===== src/rtl/spi_pkg.sv =====
// Shared types and constants for the SPI master.
// Imported by the interface, the sck generator and the top.
package spi_pkg;

  typedef enum logic [2:0] {
    IDLE,
    SETUP,
    XFER,
    HOLD,
    GAP
  } spi_mst_state_t;

  localparam int SPI_BITS        = 8;
  localparam int SPI_EDGES       = 16;
  localparam int SPI_MIN_CLK_DIV = 2;

endpackage


===== src/rtl/spi_master_if.sv =====
// Bus-side handshake of the SPI master.
// master: requester side, slave: the spi_master block.
interface spi_master_if;
  import spi_pkg::*;

  logic                start;
  logic [SPI_BITS-1:0] data_tx;
  logic                cpol;
  logic                cpha;
  logic                msb_first;
  logic [SPI_BITS-1:0] data_rx;
  logic                busy;
  logic                done;

  modport master (
    output start,
    output data_tx,
    output cpol,
    output cpha,
    output msb_first,
    input  data_rx,
    input  busy,
    input  done
  );

  modport slave (
    input  start,
    input  data_tx,
    input  cpol,
    input  cpha,
    input  msb_first,
    output data_rx,
    output busy,
    output done
  );

endinterface


===== src/rtl/spi_sck_gen.sv =====
// Half-period divider and sck edge counter.
// edge_num is the number of the edge the current tick makes.
module spi_sck_gen
  import spi_pkg::*;
#(
  parameter int CLK_DIV = 4
) (
  input  logic       clk,
  input  logic       rst,
  input  logic       run,
  input  logic       edge_en,
  output logic       tick,
  output logic [4:0] edge_num,
  output logic       leading,
  output logic       last_edge
);

  localparam int DW = (CLK_DIV > 2) ? $clog2(CLK_DIV) : 1;
  localparam logic [DW-1:0] DIV_MAX = DW'(CLK_DIV - 1);

  logic [DW-1:0] div_cnt;
  logic [4:0]    edge_cnt;

  assign tick      = run && (div_cnt == DIV_MAX);
  assign edge_num  = edge_cnt + 5'd1;
  assign leading   = edge_num[0];
  assign last_edge = (edge_num == 5'(SPI_EDGES));

  // Divider free-runs while active; both counters clear when idle.
  always_ff @(posedge clk or posedge rst) begin
    if (rst) begin
      div_cnt  <= '0;
      edge_cnt <= '0;
    end else if (!run) begin
      div_cnt  <= '0;
      edge_cnt <= '0;
    end else begin
      div_cnt <= tick ? '0 : div_cnt + 1'b1;
      if (tick && edge_en)
        edge_cnt <= edge_num;
    end
  end

endmodule


===== src/rtl/spi_master.sv =====
// Single-byte full-duplex SPI master, all CPOL/CPHA modes.
// Edge 1 falls on the SETUP tick so cs is low for 17 half-periods.
module spi_master
  import spi_pkg::*;
#(
  parameter int CLK_DIV = 4
) (
  input  logic         clk,
  input  logic         rst,
  spi_master_if.slave  bus,
  output logic         sck,
  output logic         mosi,
  input  logic         miso,
  output logic         cs
);

  spi_mst_state_t state;

  logic [SPI_BITS-1:0] tx_sr;
  logic [SPI_BITS-1:0] rx_sr;
  logic [SPI_BITS-1:0] data_rx_q;
  logic                busy_q;
  logic                done_q;
  logic                cpol_q;
  logic                cpha_q;
  logic                msb_q;
  logic                miso_q1;
  logic                miso_s;

  logic       run;
  logic       edge_en;
  logic       tick;
  logic [4:0] edge_num;
  logic       leading;
  logic       last_edge;
  logic       shift_en;
  logic       sample_en;

  assign run     = (state != IDLE);
  assign edge_en = (state == SETUP) || (state == XFER);

  spi_sck_gen #(
    .CLK_DIV (CLK_DIV)
  ) u_sck_gen (
    .clk       (clk),
    .rst       (rst),
    .run       (run),
    .edge_en   (edge_en),
    .tick      (tick),
    .edge_num  (edge_num),
    .leading   (leading),
    .last_edge (last_edge)
  );

  assign mosi        = msb_q ? tx_sr[SPI_BITS-1] : tx_sr[0];
  assign bus.data_rx = data_rx_q;
  assign bus.busy    = busy_q;
  assign bus.done    = done_q;

  // Two-flop synchronizer for the asynchronous miso pin.
  always_ff @(posedge clk or posedge rst) begin
    if (rst) begin
      miso_q1 <= 1'b0;
      miso_s  <= 1'b0;
    end else begin
      miso_q1 <= miso;
      miso_s  <= miso_q1;
    end
  end

  // Pick shift/sample per edge; first bit needs no shift in either phase.
  always_comb begin
    shift_en  = 1'b0;
    sample_en = 1'b0;
    if (tick && edge_en) begin
      if (cpha_q) begin
        sample_en = !leading;
        shift_en  = leading && (edge_num != 5'd1);
      end else begin
        sample_en = leading;
        shift_en  = !leading && !last_edge;
      end
    end
  end

  // Transfer FSM with registered cs/sck/busy/done and shift registers.
  always_ff @(posedge clk or posedge rst) begin
    if (rst) begin
      state     <= IDLE;
      cs        <= 1'b1;
      sck       <= 1'b0;
      busy_q    <= 1'b0;
      done_q    <= 1'b0;
      data_rx_q <= '0;
      tx_sr     <= '0;
      rx_sr     <= '0;
      cpol_q    <= 1'b0;
      cpha_q    <= 1'b0;
      msb_q     <= 1'b0;
    end else begin
      done_q <= 1'b0;
      unique case (state)
        IDLE: begin
          cs     <= 1'b1;
          busy_q <= 1'b0;
          sck    <= bus.cpol;
          if (bus.start) begin
            tx_sr  <= bus.data_tx;
            cpol_q <= bus.cpol;
            cpha_q <= bus.cpha;
            msb_q  <= bus.msb_first;
            cs     <= 1'b0;
            busy_q <= 1'b1;
            state  <= SETUP;
          end
        end
        SETUP, XFER: begin
          if (tick) begin
            sck <= ~sck;
            if (shift_en)
              tx_sr <= msb_q ? {tx_sr[SPI_BITS-2:0], 1'b0}
                             : {1'b0, tx_sr[SPI_BITS-1:1]};
            if (sample_en)
              rx_sr <= msb_q ? {rx_sr[SPI_BITS-2:0], miso_s}
                             : {miso_s, rx_sr[SPI_BITS-1:1]};
            state <= last_edge ? HOLD : XFER;
          end
        end
        HOLD: begin
          if (tick) begin
            cs        <= 1'b1;
            data_rx_q <= rx_sr;
            done_q    <= 1'b1;
            state     <= GAP;
          end
        end
        GAP: begin
          if (tick) begin
            busy_q <= 1'b0;
            state  <= IDLE;
          end
        end
        default: state <= IDLE;
      endcase
    end
  end

endmodule


===== src/flat_wrapper.sv =====
// flat-port wrapper written by rule: the top's interface ports become plain ports
module spi_master_flat import spi_pkg::*;
#(
  parameter int CLK_DIV = 4
)
  (clk, rst, sck, mosi, miso, cs, bus_start, bus_data_tx, bus_cpol, bus_cpha, bus_msb_first, bus_data_rx, bus_busy, bus_done);
  spi_master_if bus_i ();
  input  logic clk;
  input  logic rst;
  output logic sck;
  output logic mosi;
  input  logic miso;
  output logic cs;
  input wire logic [$bits(bus_i.start)-1:0] bus_start;
  input wire logic [$bits(bus_i.data_tx)-1:0] bus_data_tx;
  input wire logic [$bits(bus_i.cpol)-1:0] bus_cpol;
  input wire logic [$bits(bus_i.cpha)-1:0] bus_cpha;
  input wire logic [$bits(bus_i.msb_first)-1:0] bus_msb_first;
  output wire logic [$bits(bus_i.data_rx)-1:0] bus_data_rx;
  output wire logic [$bits(bus_i.busy)-1:0] bus_busy;
  output wire logic [$bits(bus_i.done)-1:0] bus_done;
  assign bus_i.start = bus_start;
  assign bus_i.data_tx = bus_data_tx;
  assign bus_i.cpol = bus_cpol;
  assign bus_i.cpha = bus_cpha;
  assign bus_i.msb_first = bus_msb_first;
  assign bus_data_rx = bus_i.data_rx;
  assign bus_busy = bus_i.busy;
  assign bus_done = bus_i.done;
  spi_master #(.CLK_DIV(CLK_DIV)) u_core (.clk(clk), .rst(rst), .bus(bus_i), .sck(sck), .mosi(mosi), .miso(miso), .cs(cs));
endmodule

===== config.mk =====
export PLATFORM = sky130hd
export DESIGN_NAME = spi_master_flat
export DESIGN_NICKNAME = d
export VERILOG_FILES = /design/src/rtl/spi_pkg.sv /design/src/rtl/spi_master_if.sv /design/src/rtl/spi_sck_gen.sv /design/src/rtl/spi_master.sv /design/src/flat_wrapper.sv
export SDC_FILE = /design/constraint.sdc
export NUM_CORES = 1
export LEC_CHECK = 0
export CAP_MARGIN = 20
export CORE_ASPECT_RATIO = 0.7
export CORE_MARGIN = 3
export CORE_UTILIZATION = 38
export DETAILED_ROUTE_END_ITERATION = 7
export GPL_ROUTABILITY_DRIVEN = 1
export PLACE_DENSITY_LB_ADDON = 0.12
export RECOVER_POWER = 50
export SLEW_MARGIN = 10
export SYNTH_ARGS = -nofsm -noshare
export SYNTH_HDL_FRONTEND = slang
export SYNTH_SLANG_ARGS = --single-unit

===== constraint.sdc =====
create_clock -name clk -period 3.6 [get_ports clk]
set_clock_uncertainty 0.15 [all_clocks]
set_input_delay 0.9 -clock clk [delete_from_list [all_inputs] [get_ports clk]]
set_output_delay 0.9 -clock clk [all_outputs]
set_load 0.03 [all_outputs]

==> impl_summary.md <==
Status
The flow ran to the end, and the final reports show no timing, DRC or antenna violations.

Detailed routing
Wire segments on met3 add up to 187 µm in the final route. The post-route antenna net violation count is 0. After detailed routing, the number of remaining DRC violations is 0. For this block, wires on met1 add up to 2160 µm. Detailed routing placed a total of 1810 µm of wire on met2. For this block, the routed nets add up to 4210 µm of wire.

The final route contains 1462 vias. After the first detailed-routing iteration, the DRC count stood at 51. Dividing the detail-routed wire length by the instance count gives 14.4 µm.

Routed signal wires occupy layers up through met4. The number of iterations in the first detailed-routing pass is 4. Dividing the detail-routed via count by the number of cells gives 5.01.

Min path
The path with the worst hold slack has its endpoint at u_core.miso_s. The worst hold path depth is 0. The startpoint of the lowest-slack hold path is u_core.miso_q1. The worst hold path belongs to the class flop to flop.

Logic synthesis
The most frequently used cell type in the post-synthesis netlist is sky130_fd_sc_hd__dfrtp_1. The total of flip-flops plus latches after synthesis is 42. Yosys mapped a number of flops with a built-in enable equal to 0. In the synthesized netlist the dominant register cell turns out to be sky130_fd_sc_hd__dfrtp_1.

Counting instances in the post-synthesis netlist gives the leading cell types as 41 x sky130_fd_sc_hd__dfrtp_1, 21 x sky130_fd_sc_hd__nor2_1, 17 x sky130_fd_sc_hd__a21oi_1. In this run the cell area of the synthesized design comes to 2120 µm². sky130_fd_sc_hd__dfrtp_1 takes more of the synthesized area than any other cell. Counting every net in the synthesized netlist gives 210.

The cell count after synthesis came out at 192. The total of warnings raised by yosys is 0. The sequential share of the synthesized area is 49.7%. Ranked by total cell area, the synthesized netlist is headed by sky130_fd_sc_hd__dfrtp_1 48%, sky130_fd_sc_hd__mux2i_1 6.6%, sky130_fd_sc_hd__mux2_4 5.7%, sky130_fd_sc_hd__mux2_1 4.8%, sky130_fd_sc_hd__a21oi_1 4.0%.

The synthesized netlist contains 46 unique library cells. The top cell type's share of synthesized area is 48.4%. The fraction of synthesis flops using an asynchronous set or reset pin is 100%. The average footprint of a synthesized cell is 11.0 µm².

GRT
The number of global-route vias before repair was 1479. The initial antenna violation count came to 0. The total global-route track usage is 14.5%. Entering global routing, the biggest net connects 43 pins. Global routing finished with a remaining overflow of 0. The global-route wire length before repair is 7180 µm.

Flow run
The total of max-cap violations is 0.

Floorplan
The count of boundary I/O pins is 28. After floorplanning, the core was sized to cover 5310 µm². After floorplanning, the core was divided into 22 placement rows. The starting density of the core is 39.9%. The vertical extent of the die is 68.5 µm. The x dimension of the die is 95.2 µm. The die area is 6520 µm².

Setup path
The length in cells of the worst reg-to-reg path is 6. The kind of end point of the critical path is an output port. The category of cells accounting for the largest share of critical-path delay is buffers and inverters. The delay of the slowest cell on the worst path is 0.59 ns.

The capture point of the worst reg-to-reg path is u_core.tx_sr[3]. The launch instance of the worst register-to-register path is u_core.u_sck_gen.edge_cnt[0]. The kind of critical path is flop to output port. The setup check on the worst reg-to-reg path leaves a slack of 1.36 ns.

The category of the worst setup path launch point is a flop. The cell with the biggest individual delay on the critical path is sky130_fd_sc_hd__clkdlybuf4s50_1. The required time at the endpoint of the critical path is 2.55 ns.

In this run the worst path has a maximum fanout of 2. Walking the worst path, the cells encountered are mux2_2 -> clkdlybuf4s50_1. At the worst endpoint, the arrival time is 1.57 ns. The count of buffer and inverter cells on the critical path is 1.

Clock network
Counting along the longest clock path gives a buffer depth of 2. The number of gates resized after CTS was 0. After clock tree synthesis, the flow added hold-fix buffers numbering 0. Clock tree synthesis found a total of 42 sinks. The root buffer cell chosen for the clock tree is sky130_fd_sc_hd__clkbuf_8. TritonCTS built the clock tree. Clock tree synthesis inserted a total of 5 buffers.

Once the clock tree was built, the setup fixing pass inserted 0 buffers. Clock-pin slew was measured on the worst setup and hold paths at 0.08 ns. The H-tree depth reported by CTS is 2. The insertion delay to the later sink of the worst-skew pair is 0.29 ns.

Placed design
Detailed placement ended at an HPWL of 2930 µm. The final weighted congestion of routability-driven global placement is 0.728. In this run the tool buffered the top-level ports with 27 buffer cells. The post-detailed-placement cell area is 2440 µm². The number of placed instances, taps included is 284.

Final layout
The number of antenna cells inserted is 0. The area added between synthesis and finish is 19.2%. The fraction of final layout cells sized beyond drive strength 1 is 13.2%. With fillers left out, the area of the finished cells amounts to 2520 µm². Once layout is complete, the cells apart from fillers number 292. The utilization of the core after routing is 47.5%.

The final layout contains 237 nets.

Power and ir drop
The worst-case IR drop observed on VDD is 316 µV. The clock network burns 13.1% of the power. Net switching is 41.1% of the power. In this run, the combinational gates consume 49.8% of the power. The design draws 2370 µW. The leakage power of the design is 0.00110 µW.

The internal power of the cells totals 1400 µW. The sequential share of power is 37.0%. The analysis attributes to net switching a power of 976 µW. The total power density per cell area is 940 nW/µm².

Timing
The final cycle utilization of the critical path is 72.7%. The final number of max-transition violations came to 0. The count of final hold-check violations is 0. At the pin with the least slew margin, the transition time is 1.04 ns. Setup repair after global routing left no endpoint under its margin.

The total of endpoints with negative setup slack in the final report is 0. Based on the critical path, the design can be clocked at up to 0.382 GHz. The setup TNS after final layout is 0 ns. The final critical path time including I/O delays and setup is 2.62 ns.

In this run the tightest slew margin relative to its limit is 30.5%.
==> placed cells by master, fill, tap and decap left out, types with 2 or more instances in the layout <==
| cell type | count |
|---|---|
| sky130_fd_sc_hd__mux2_2 | 2 |
| sky130_fd_sc_hd__o21ai_1 | 6 |
| sky130_fd_sc_hd__mux2i_1 | 14 |
| sky130_fd_sc_hd__nand2_1 | 11 |
| sky130_fd_sc_hd__dlygate4sd3_1 | 2 |
| sky130_fd_sc_hd__clkbuf_8 | 6 |
| sky130_fd_sc_hd__nand2b_1 | 2 |
| sky130_fd_sc_hd__inv_1 | 4 |
| sky130_fd_sc_hd__o31ai_1 | 2 |
| sky130_fd_sc_hd__clkdlybuf4s50_1 | 25 |
| sky130_fd_sc_hd__mux2_1 | 9 |
| sky130_fd_sc_hd__o21ai_0 | 7 |
| sky130_fd_sc_hd__nand3_1 | 5 |
| sky130_fd_sc_hd__mux2_4 | 8 |
| sky130_fd_sc_hd__and3_1 | 2 |
| sky130_fd_sc_hd__nor2_1 | 21 |
| sky130_fd_sc_hd__nor2b_1 | 2 |
| sky130_fd_sc_hd__xor2_1 | 3 |
| sky130_fd_sc_hd__dfrtp_1 | 41 |
| sky130_fd_sc_hd__a21oi_1 | 17 |
| sky130_fd_sc_hd__ha_1 | 3 |
==> cell families (layout without fill, tap and decap cells) <==
group           Yosys count  after routing  synth area share, %
simple gates             53             53                 12.0
compound gates           43             43                 12.8
flops                    42             42                 49.7
mux                      33             33                 18.1
buf+inv                  14             42                 3.60
xor+xnor                  4              4                 2.01
fa+ha+maj                 3              3                 1.77
==> worst max path at each step <==
stage / start / endpoint / cells past startpoint
6_report: u_core.msb_q / mosi / 2
5_1_grt: u_core.msb_q / mosi / 2
4_1_cts: u_core.msb_q / mosi / 2
3_5_place_dp: bus_start / u_core.tx_sr[3] / 4
3_3_place_gp: bus_start / u_core.tx_sr[7] / 4
2_1_floorplan: u_core.msb_q / mosi / 3
==> routing by layer <==
layer  up-vias  track usage, %
met5         -               0
met4         0            4.86
met2        29            21.8
li1        728               -
met3         6            3.85
met1       699            20.3
==> sequential cells by signal, indices dropped and copies added, names as in the netlist <==
name / count
u_core.cs: 1
u_core.u_sck_gen.div_cnt: 2
u_core.state: 3
u_core.msb_q: 1
u_core.cpha_q: 1
u_core.bus.data_rx: 8
u_core.rx_sr: 8
u_core.sck: 1
u_core.miso_s: 1
u_core.bus.done: 1
u_core.u_sck_gen.edge_cnt: 5
u_core.tx_sr: 8
u_core.miso_q1: 1
u_core.bus.busy: 1
==> power by group through the flow <==
stage | sequential (µW) | clock (µW) | combinational (µW)
finish | 879 | 312 | 1180
global placement | 876 | 0 | 1180
detailed placement | 887 | 0 | 1190
CTS | 880 | 330 | 1200
global route | 916 | 356 | 1300
floorplan | 933 | 0 | 845
==> stage by stage <==
stage	hold slack [ns]	worst slack, ns
floorplan	0.181	1.34
global placement	0.189	1.09
detailed placement	0.195	1.07
CTS	0.218	0.968
global route	0.218	0.918
finish	0.211	0.984
==> final cells by class <==
type	count	area, µm²
clock buffer	7	86.3
clock inverter	1	5.00
inverter	5	18.8
fill	503	2790
timing repair buffer	29	283
sequential	42	1050
tap	72	90.1
multi-input combinational	136	990
==> worst register-to-register path, delay by kind of cell (launching register included) <==
| kind | cells | cell delay [ns] |
|---|---|---|
| AOI/OAI and AO/OA | 2 | 0.56 |
| adders and majority gates | 1 | 0.30 |
| muxes | 1 | 0.34 |
| and+or+nand+nor | 2 | 0.28 |
| DFF | 1 | 0.49 |
No activity file was read; power rests on OpenSTA's default activity.
